**src/rtl/if_fetch_if.sv**
```systemverilog
// Instruction-SRAM request/response bundle between the fetch stage (master)
// and the instruction memory (slave).
interface if_fetch_if;
  logic        inst_sram_req;
  logic        inst_sram_wr;
  logic [1:0]  inst_sram_size;
  logic [3:0]  inst_sram_wstrb;
  logic [31:0] inst_sram_addr;
  logic [31:0] inst_sram_wdata;
  logic        inst_sram_addr_ok;
  logic        inst_sram_data_ok;
  logic [31:0] inst_sram_rdata;

  modport master (
    output inst_sram_req, inst_sram_wr, inst_sram_size, inst_sram_wstrb,
           inst_sram_addr, inst_sram_wdata,
    input  inst_sram_addr_ok, inst_sram_data_ok, inst_sram_rdata
  );

  modport slave (
    input  inst_sram_req, inst_sram_wr, inst_sram_size, inst_sram_wstrb,
           inst_sram_addr, inst_sram_wdata,
    output inst_sram_addr_ok, inst_sram_data_ok, inst_sram_rdata
  );
endinterface

```
**src/rtl/if_fetch.sv**
```systemverilog
// LoongArch IF stage: owns fetch PC, one outstanding SRAM read, redirect/cancel.
// Optional fetch-address exception (ADEF) enabled by defining IF_ADEF_EN.
module if_fetch #(
  parameter logic [31:0] RESET_PC = 32'h1c00_0000
) (
  input  logic        clk,
  input  logic        reset,
  input  logic        ID_allow_in,
  input  logic [32:0] BR_BUS,
  input  logic        wb_ex,
  input  logic [31:0] ex_entry,
  input  logic        ertn_flush,
  input  logic [31:0] era,
  if_fetch_if.master  inst_sram,
  output logic        IF_ready_go,
  output logic        IFreg_valid,
  output logic [63:0] IFreg_bus,
  output logic        IFreg_excep
);

  localparam int unsigned PC_W   = 32;
  localparam int unsigned INST_W = 32;
  localparam logic [PC_W-1:0] PC_STEP = PC_W'(4);

  typedef enum logic [1:0] {
    S_REQ  = 2'd0,
    S_WAIT = 2'd1,
    S_HOLD = 2'd2
  } state_e;

  state_e             state_q, state_d;
  logic [PC_W-1:0]    fetch_pc_q, fetch_pc_d;
  logic               discard_q, discard_d;
  logic [INST_W-1:0]  inst_buf_q, inst_buf_d;

  logic               br_taken;
  logic [PC_W-1:0]    br_target;
  logic               redirect;
  logic [PC_W-1:0]    redirect_pc;
  logic               adef;
  logic [INST_W-1:0]  inst;

  assign br_taken  = BR_BUS[0];
  assign br_target = BR_BUS[32:1];

  // A stalled branch in decode only redirects on the cycle decode accepts.
  always_comb begin
    redirect    = wb_ex | ertn_flush | (br_taken & ID_allow_in);
    redirect_pc = br_target;
    if (wb_ex)           redirect_pc = ex_entry;
    else if (ertn_flush) redirect_pc = era;
  end

`ifdef IF_ADEF_EN
  logic excep_q, excep_d;

  assign adef = (fetch_pc_q[1:0] != 2'b00);

  always_comb begin
    excep_d = excep_q;
    if (state_q == S_REQ && adef && !redirect)
      excep_d = 1'b1;
    else if (state_q == S_HOLD && (redirect || ID_allow_in))
      excep_d = 1'b0;
  end

  always_ff @(posedge clk) begin
    if (reset) excep_q <= 1'b0;
    else       excep_q <= excep_d;
  end

  assign IFreg_excep = ~reset & excep_q & (state_q == S_HOLD);
`else
  assign adef        = 1'b0;
  assign IFreg_excep = 1'b0;
`endif

  // Next-state logic
  always_comb begin
    state_d    = state_q;
    fetch_pc_d = fetch_pc_q;
    discard_d  = discard_q;
    inst_buf_d = inst_buf_q;

    case (state_q)
      S_REQ: begin
        if (adef) begin
          if (redirect) begin
            fetch_pc_d = redirect_pc;
          end else begin
            state_d    = S_HOLD;
            inst_buf_d = '0;
          end
        end else if (inst_sram.inst_sram_addr_ok) begin
          state_d = S_WAIT;
          if (redirect) begin
            discard_d  = 1'b1;
            fetch_pc_d = redirect_pc;
          end
        end else if (redirect) begin
          fetch_pc_d = redirect_pc;
        end
      end

      S_WAIT: begin
        if (inst_sram.inst_sram_data_ok) begin
          if (discard_q) begin
            discard_d = 1'b0;
            state_d   = S_REQ;
            if (redirect) fetch_pc_d = redirect_pc;
          end else if (redirect) begin
            state_d    = S_REQ;
            fetch_pc_d = redirect_pc;
          end else if (ID_allow_in) begin
            state_d    = S_REQ;
            fetch_pc_d = fetch_pc_q + PC_STEP;
          end else begin
            state_d    = S_HOLD;
            inst_buf_d = inst_sram.inst_sram_rdata;
          end
        end else if (redirect) begin
          discard_d  = 1'b1;
          fetch_pc_d = redirect_pc;
        end
      end

      S_HOLD: begin
        if (redirect) begin
          state_d    = S_REQ;
          fetch_pc_d = redirect_pc;
        end else if (ID_allow_in) begin
          state_d    = S_REQ;
          fetch_pc_d = fetch_pc_q + PC_STEP;
        end
      end

      default: begin
        state_d = S_REQ;
      end
    endcase
  end

  always_ff @(posedge clk) begin
    if (reset) begin
      state_q    <= S_REQ;
      fetch_pc_q <= RESET_PC;
      discard_q  <= 1'b0;
      inst_buf_q <= '0;
    end else begin
      state_q    <= state_d;
      fetch_pc_q <= fetch_pc_d;
      discard_q  <= discard_d;
      inst_buf_q <= inst_buf_d;
    end
  end

  // Read-only SRAM master; request only while idle and the address is legal.
  assign inst_sram.inst_sram_req   = ~reset & (state_q == S_REQ) & ~adef;
  assign inst_sram.inst_sram_wr    = 1'b0;
  assign inst_sram.inst_sram_size  = 2'b10;
  assign inst_sram.inst_sram_wstrb = 4'b0000;
  assign inst_sram.inst_sram_wdata = '0;
  assign inst_sram.inst_sram_addr  = fetch_pc_q;

  assign inst = (state_q == S_HOLD) ? inst_buf_q : inst_sram.inst_sram_rdata;

  assign IF_ready_go = ~reset & ~redirect &
                       (((state_q == S_WAIT) & inst_sram.inst_sram_data_ok & ~discard_q) |
                        (state_q == S_HOLD));
  assign IFreg_valid = ~reset & ~redirect & ~discard_q &
                       ((state_q == S_WAIT) | (state_q == S_HOLD));
  assign IFreg_bus   = {inst, fetch_pc_q};

endmodule

```
**src/flat_wrapper.sv**
```systemverilog
// flat-port wrapper written by rule: the top's interface ports become plain ports
module if_fetch_flat 
#(
  parameter logic [31:0] RESET_PC = 32'h1c00_0000
)
  (clk, reset, ID_allow_in, BR_BUS, wb_ex, ex_entry, ertn_flush, era, IF_ready_go, IFreg_valid, IFreg_bus, IFreg_excep, inst_sram_inst_sram_req, inst_sram_inst_sram_wr, inst_sram_inst_sram_size, inst_sram_inst_sram_wstrb, inst_sram_inst_sram_addr, inst_sram_inst_sram_wdata, inst_sram_inst_sram_addr_ok, inst_sram_inst_sram_data_ok, inst_sram_inst_sram_rdata);
  if_fetch_if inst_sram_i ();
  input  logic clk;
  input  logic reset;
  input  logic ID_allow_in;
  input  logic [32:0] BR_BUS;
  input  logic wb_ex;
  input  logic [31:0] ex_entry;
  input  logic ertn_flush;
  input  logic [31:0] era;
  output logic IF_ready_go;
  output logic IFreg_valid;
  output logic [63:0] IFreg_bus;
  output logic IFreg_excep;
  output wire logic [$bits(inst_sram_i.inst_sram_req)-1:0] inst_sram_inst_sram_req;
  output wire logic [$bits(inst_sram_i.inst_sram_wr)-1:0] inst_sram_inst_sram_wr;
  output wire logic [$bits(inst_sram_i.inst_sram_size)-1:0] inst_sram_inst_sram_size;
  output wire logic [$bits(inst_sram_i.inst_sram_wstrb)-1:0] inst_sram_inst_sram_wstrb;
  output wire logic [$bits(inst_sram_i.inst_sram_addr)-1:0] inst_sram_inst_sram_addr;
  output wire logic [$bits(inst_sram_i.inst_sram_wdata)-1:0] inst_sram_inst_sram_wdata;
  input wire logic [$bits(inst_sram_i.inst_sram_addr_ok)-1:0] inst_sram_inst_sram_addr_ok;
  input wire logic [$bits(inst_sram_i.inst_sram_data_ok)-1:0] inst_sram_inst_sram_data_ok;
  input wire logic [$bits(inst_sram_i.inst_sram_rdata)-1:0] inst_sram_inst_sram_rdata;
  assign inst_sram_inst_sram_req = inst_sram_i.inst_sram_req;
  assign inst_sram_inst_sram_wr = inst_sram_i.inst_sram_wr;
  assign inst_sram_inst_sram_size = inst_sram_i.inst_sram_size;
  assign inst_sram_inst_sram_wstrb = inst_sram_i.inst_sram_wstrb;
  assign inst_sram_inst_sram_addr = inst_sram_i.inst_sram_addr;
  assign inst_sram_inst_sram_wdata = inst_sram_i.inst_sram_wdata;
  assign inst_sram_i.inst_sram_addr_ok = inst_sram_inst_sram_addr_ok;
  assign inst_sram_i.inst_sram_data_ok = inst_sram_inst_sram_data_ok;
  assign inst_sram_i.inst_sram_rdata = inst_sram_inst_sram_rdata;
  if_fetch #(.RESET_PC(RESET_PC)) u_core (.clk(clk), .reset(reset), .ID_allow_in(ID_allow_in), .BR_BUS(BR_BUS), .wb_ex(wb_ex), .ex_entry(ex_entry), .ertn_flush(ertn_flush), .era(era), .inst_sram(inst_sram_i), .IF_ready_go(IF_ready_go), .IFreg_valid(IFreg_valid), .IFreg_bus(IFreg_bus), .IFreg_excep(IFreg_excep));
endmodule
```
**config.mk**
```make
export PLATFORM = sky130hd
export DESIGN_NAME = if_fetch_flat
export DESIGN_NICKNAME = d
export VERILOG_FILES = /design/src/rtl/if_fetch_if.sv /design/src/rtl/if_fetch.sv /design/src/flat_wrapper.sv
export SDC_FILE = /design/constraint.sdc
export NUM_CORES = 1
export LEC_CHECK = 0
export BUFFER_PORTS_ARGS = -buffer_cell sky130_fd_sc_hd__buf_4
export CORE_MARGIN = 5
export CORE_UTILIZATION = 42
export CTS_CLUSTER_SIZE = 16
export DETAILED_ROUTE_END_ITERATION = 8
export PLACE_DENSITY_LB_ADDON = 0.15
export SYNTH_ARGS = -nofsm -noshare
export SYNTH_HDL_FRONTEND = slang
export SYNTH_SLANG_ARGS = --single-unit
```
**constraint.sdc**
```tcl
create_clock -name clk -period 2 [get_ports clk]
set_input_delay 0.2 -clock clk [delete_from_list [all_inputs] [get_ports clk]]
set_output_delay 0.2 -clock clk [all_outputs]
set_load 0.03 [all_outputs]
```
### Yosys cells after proc, flatten, opt, wreduce, memory -nomap -nowiden

Cells that the tools add are included.

* $add $sub $neg: 1
* bitwise logic cells: 16
* reduce and logical (&&, ||, !) cells: 6
* eq/ne operators: 5
* muxes and demuxes: 21

Operators with widths (number)
* 2-to-1 mux 32 bit: 8
* case mux 32 bit (3 select lines): 1
* adder 32 x 3 -> 32 bit, second input constant: 1
* 2-to-1 mux 2 bit: 7
* bitwise AND 1 bit: 8
* case mux 2 bit (3 select lines): 1
* AND reduction 5 bit: 1
* != test 2 bit, second input constant: 2
* inverter 1 bit: 4
* bitwise OR 1 bit: 4
* 2-to-1 mux 1 bit: 3
* != test 3 x 2 -> 1 bit, second input constant: 1
* AND reduction 3 bit: 1
* nonzero test 3 bit: 1
* equality test 2 x 1 -> 1 bit, second input constant: 1
* equality test 2 bit, second input constant: 1
* logical NOT 2 bit: 1
* case mux 1 bit (2 select lines): 1
* AND reduction 2 bit: 1
* nonzero test 2 bit: 1

* output and inout bits: 139
* bits in registers: 67
* logic and storage cells: 53
* bits of input ports: 136

### Depth between registers and ports, before layout

* depth after elaboration: 6
* gate-level depth with buffers: 9
* mapped depth without buffers: 7

### Least setup slack after synthesis

Ideal clock, no wire load.

* kind: register to output
* start: register u_core.state_q[0]
* end: output port IFreg_valid
* buffers on the path: 1
* slack: -0.127 ns
* stages on the path, launching flop included: 6
* required time: 1.800 ns
* data arrival time: 1.927 ns
* cells stage by stage: dfxtp_1 > inv_1 > ha_1 > buf_2 > inv_1 > nor4_1

* word-level cells in the longest chain between the ends: 3
* elaborated cells on any way between the ends: 4
* those cells by class: eq/ne (2); bitwise (2)

Ends and longest elaborated chain
* start: declaration: line if_fetch.sv:31 `state_e state_q, state_d;`
* start signal: assignment: line if_fetch.sv:150 `state_q <= state_d;`
* equality test 2 x 1 -> 1 bit or equality test 2 bit (tied branches): line if_fetch.sv:171 `((state_q == S_WAIT) | (state_q == S_HOLD));`
* bitwise OR 1 bit *: line if_fetch.sv:171
* bitwise AND 1 bit *: line if_fetch.sv:170 `assign IFreg_valid = ~reset & ~redirect & ~discard_q &`
* end: declaration: line flat_wrapper.sv:17 `output logic IFreg_valid;`

Mark *: on every way between the ends. The rest lies on a longest branch, timed or not.

### Worst setup path after layout

* start: register u_core.state_q[1]
* end: output port IFreg_valid

Same word-level chain as after synthesis.

==> flow_summary.toml <==
[timing]
min_period_over_period = 0.975
hold_slack_ns = 0.108
relSlewSlack = 0.603
setup_viol = 0
slew_violations = 0
period_needed_ns = 1.95
timing.fmax_mhz = 513
hold_viol = 0
fin_skew_ns = 0.00753
tightestPinTransition_ns = 0.589

[power]
clock_power_share = 0.364
ir_drop_mv = 0.383
internal-power_uw = 3250
combPwrFrac = 0.332
power_density_mw_per_mm2 = 654
p_leak_uw = 0.00327
seqPwrFrac = 0.304
p_switching_uw = 1660
switching_share = 0.338

[clocking]
clock_sinks = 67
path_clk_slew_ns = 0.06
h-tree-depth = 3
clockRootBuffer = "clkbuf_16"
tritoncts = "built"
cts_buffer_depth = 2
numCtsBuffers = 9
holdBufCountCts = 0
insertion_delay_ns = 0.34

[synth]
dominantRegCellSynth = "dfxtp_1"
synth_compound_gate_area_share = 0.219
syn-cell-area_sq_mm = 0.00516
synth-edff-count = 0
synthAdderAreaFrac = 0.0121
synth_seq_area_share = 0.260
synth_top_family_by_area = "compound AO/OA/AOI/OAI gates"
synthSimpleGateAreaFrac = 0.218
postSynthAreaPerCell_sq_um = 7.61
netlist_instances = 678
synth_seq_cells = 67
ys_types = 67
async_reset_ff_frac = 0
synthMuxAreaShare = 0.139
synth-xor-area-share = 0
ys.warnings.count = 0

[cells_and_area]
finalNonFillerCells = 1061
post-route-util = 0.625
seqCellArea_sq_mm = 0.00135
fin_area_sq_mm = 0.00750
multi_input_area_sq_mm = 0.00329
final_common_cell = "buf_4"
layout_common_cells = "292 x buf_4, 117 x nand2_1, 63 x dfxtp_1, 59 x a21oi_1, 40 x conb_1"
nets = 1050
drive_gt1_frac = 0.425
antennaDiodeCount = 0
area_growth_pct = 45.4
nFillCells = 1078

[route]
drt_iter0_markers = 419
drt-total-wl_mm = 19.3
top_layer = "met4"
wire_per_inst_um = 18.2
wl_met1_mm = 8.08
postRouteAntennaNets = 0
via_count = 5826
drt_first_pass_iters = 5
drc = 0
viasPerCell = 5.49
dr_wl_met3_mm = 1.69
wl_met2_mm = 9.19

[setup_path]
reg2reg_depth = 8
reg2reg_from = "u_core.state_q[1]$_SDFFE_PP0P_"
critPathKind = "flip-flop to primary output"
worstSetupEndpointType = "primary output"
start_kind = "flip-flop"
reg2reg_to = "u_core.inst_sram.inst_sram_addr[3]$_SDFFE_PP0P_"
critical_path.max_fanout = 6
required_ns = 1.80
cp.arrival_ns = 1.75
reg2reg_setup_slack_ns = 0.06

[placed_design]
dpl_cell_area_sq_mm = 0.00705
dpl.hpwl_mm = 15.2
place.gp.congestion = 0.942
dpl.cell_count = 1043
portBuffers = 234

[grt]
grt_max_degree = 40
grt_pass1_vias = 5596
antenna_found_initial = 0
grtUsageTotal = 0.248
grt_pass1_wl_mm = 28.9
grt.overflow.total = 0

[floorplan]
num_rows = 40
die_x_um = 121
die-area_sq_mm = 0.0146
initial_core_util = 0.430
placeableCoreArea_sq_mm = 0.0120
fp.dieH_um = 121
ios = 275

[flow_run]
maxCapViolations = 0

[worst_hold_path]
worstHoldStart = "inst_sram_inst_sram_data_ok"
hold_depth = 2
min_delay_worst_endpoint = "u_core.discard_q$_SDFFE_PP0P_"
hold_class = "primary input to flip-flop"

[status]
status = "finished clean"
per-stage QoR:
step | total power (uW) | setup TNS (ns) | worst slack, ns
after floorplan | 2520 | 0 | 0.0114
after global placement | 3100 | 0 | 0.0561
after detailed placement | 3120 | -0.114 | -0.0398
after CTS | 4910 | -0.0171 | -0.00754
after global routing | 5090 | -0.0164 | -0.00745
final | 4910 | 0 | 0.0508
sequential cells by signal, indices dropped and copies added (netlist names):
name                             count
u_core.state_q                       2
u_core.discard_q                     1
u_core.inst_sram.inst_sram_addr     32
u_core.inst_buf_q                   32
per-layer routing:
metal  up-vias  track usage
met5         -            0
li1       2797            -
met4         0       0.0666
met3        28       0.0448
met1      2692        0.328
met2       309        0.416
Yosys cell counts, types with 9 or more instances:
master / n / area [sq um]
nand4_1: 14 / 87.6
nand2_1: 117 / 439
nor2_1: 25 / 93.8
inv_1: 12 / 45.0
a21oi_1: 59 / 295
o21ai_0: 34 / 170
nand3_1: 11 / 55.1
mux2i_1: 28 / 280
mux2_2: 39 / 439
a22oi_1: 13 / 97.6
buf_4: 73 / 548
nor3_1: 13 / 65.1
buf_2: 14 / 70.1
a31oi_1: 9 / 56.3
clkbuf_1: 24 / 90.1
dfxtp_1: 67 / 1340
o211ai_1: 11 / 82.6
cell families (layout without fill, tap and decap cells):
logic type,Yosys count,after routing
AO/OA/AOI/OAI,180,180
flip-flops,67,67
other,2,40
adder cells (fa/ha/maj),5,5
AND/OR/NAND/NOR,229,229
multiplexers,67,67
buffers and inverters,128,326
power groups by stage:
stage | logic, uW | registers, uW | clock network (uW)
after CTS | 1610 | 1490 | 1810
after global placement | 1580 | 1520 | 0
final | 1630 | 1490 | 1790
after floorplan | 875 | 1650 | 0
after detailed placement | 1600 | 1520 | 0
after global routing | 1730 | 1500 | 1860
repair_timing:
item / 4_1_cts / 5_1_grt
setup buffers: 0 / 1
hold endpoints to repair: 0 / 0
setup endpoints to repair: 9 / 87
pin swaps: 0 / 4
cloned: 0 / 1
gates resized for setup: 3 / 17
how the worst max path moves through the flow:
stage	startpoint	to	slack (ns)	cells past startpoint
3_3_place_gp	u_core.state_q[1]$_SDFFE_PP0P_	u_core.inst_sram.inst_sram_addr[21]$_SDFFE_PP0P_	0.06	8
2_1_floorplan	u_core.inst_sram.inst_sram_addr[4]$_SDFFE_PP0P_	u_core.inst_sram.inst_sram_addr[13]$_SDFFE_PP0P_	0.01	5
4_1_cts	u_core.state_q[0]$_SDFFE_PP0P_	u_core.inst_sram.inst_sram_addr[26]$_SDFFE_PP1P_	-0.008	7
6_report	u_core.state_q[1]$_SDFFE_PP0P_	IFreg_valid	0.05	6
5_1_grt	u_core.state_q[1]$_SDFFE_PP0P_	u_core.inst_sram.inst_sram_addr[3]$_SDFFE_PP0P_	-0.007	8
3_5_place_dp	u_core.state_q[1]$_SDFFE_PP0P_	u_core.inst_sram.inst_sram_addr[21]$_SDFFE_PP0P_	-0.04	8
critical path, stage by stage (launching register included):
cell,delay [ns]
dfxtp_4,0.37
inv_2,0.07
ha_4,0.29
buf_4,0.15
inv_2,0.07
nor4_2,0.26
buf_4,0.21
final cells by class:
| class | count | share of cell area |
|---|---|---|
| clock buffer | 11 | 0.0337 |
| clock inverter | 5 | 0.0113 |
| inverter | 13 | 0.00650 |
| multi-input combinational | 521 | 0.438 |
| sequential | 67 | 0.180 |
| tap | 147 | 0.0245 |
| timing repair buffer | 297 | 0.306 |
Note: power is estimated with default switching activity, not from simulation.
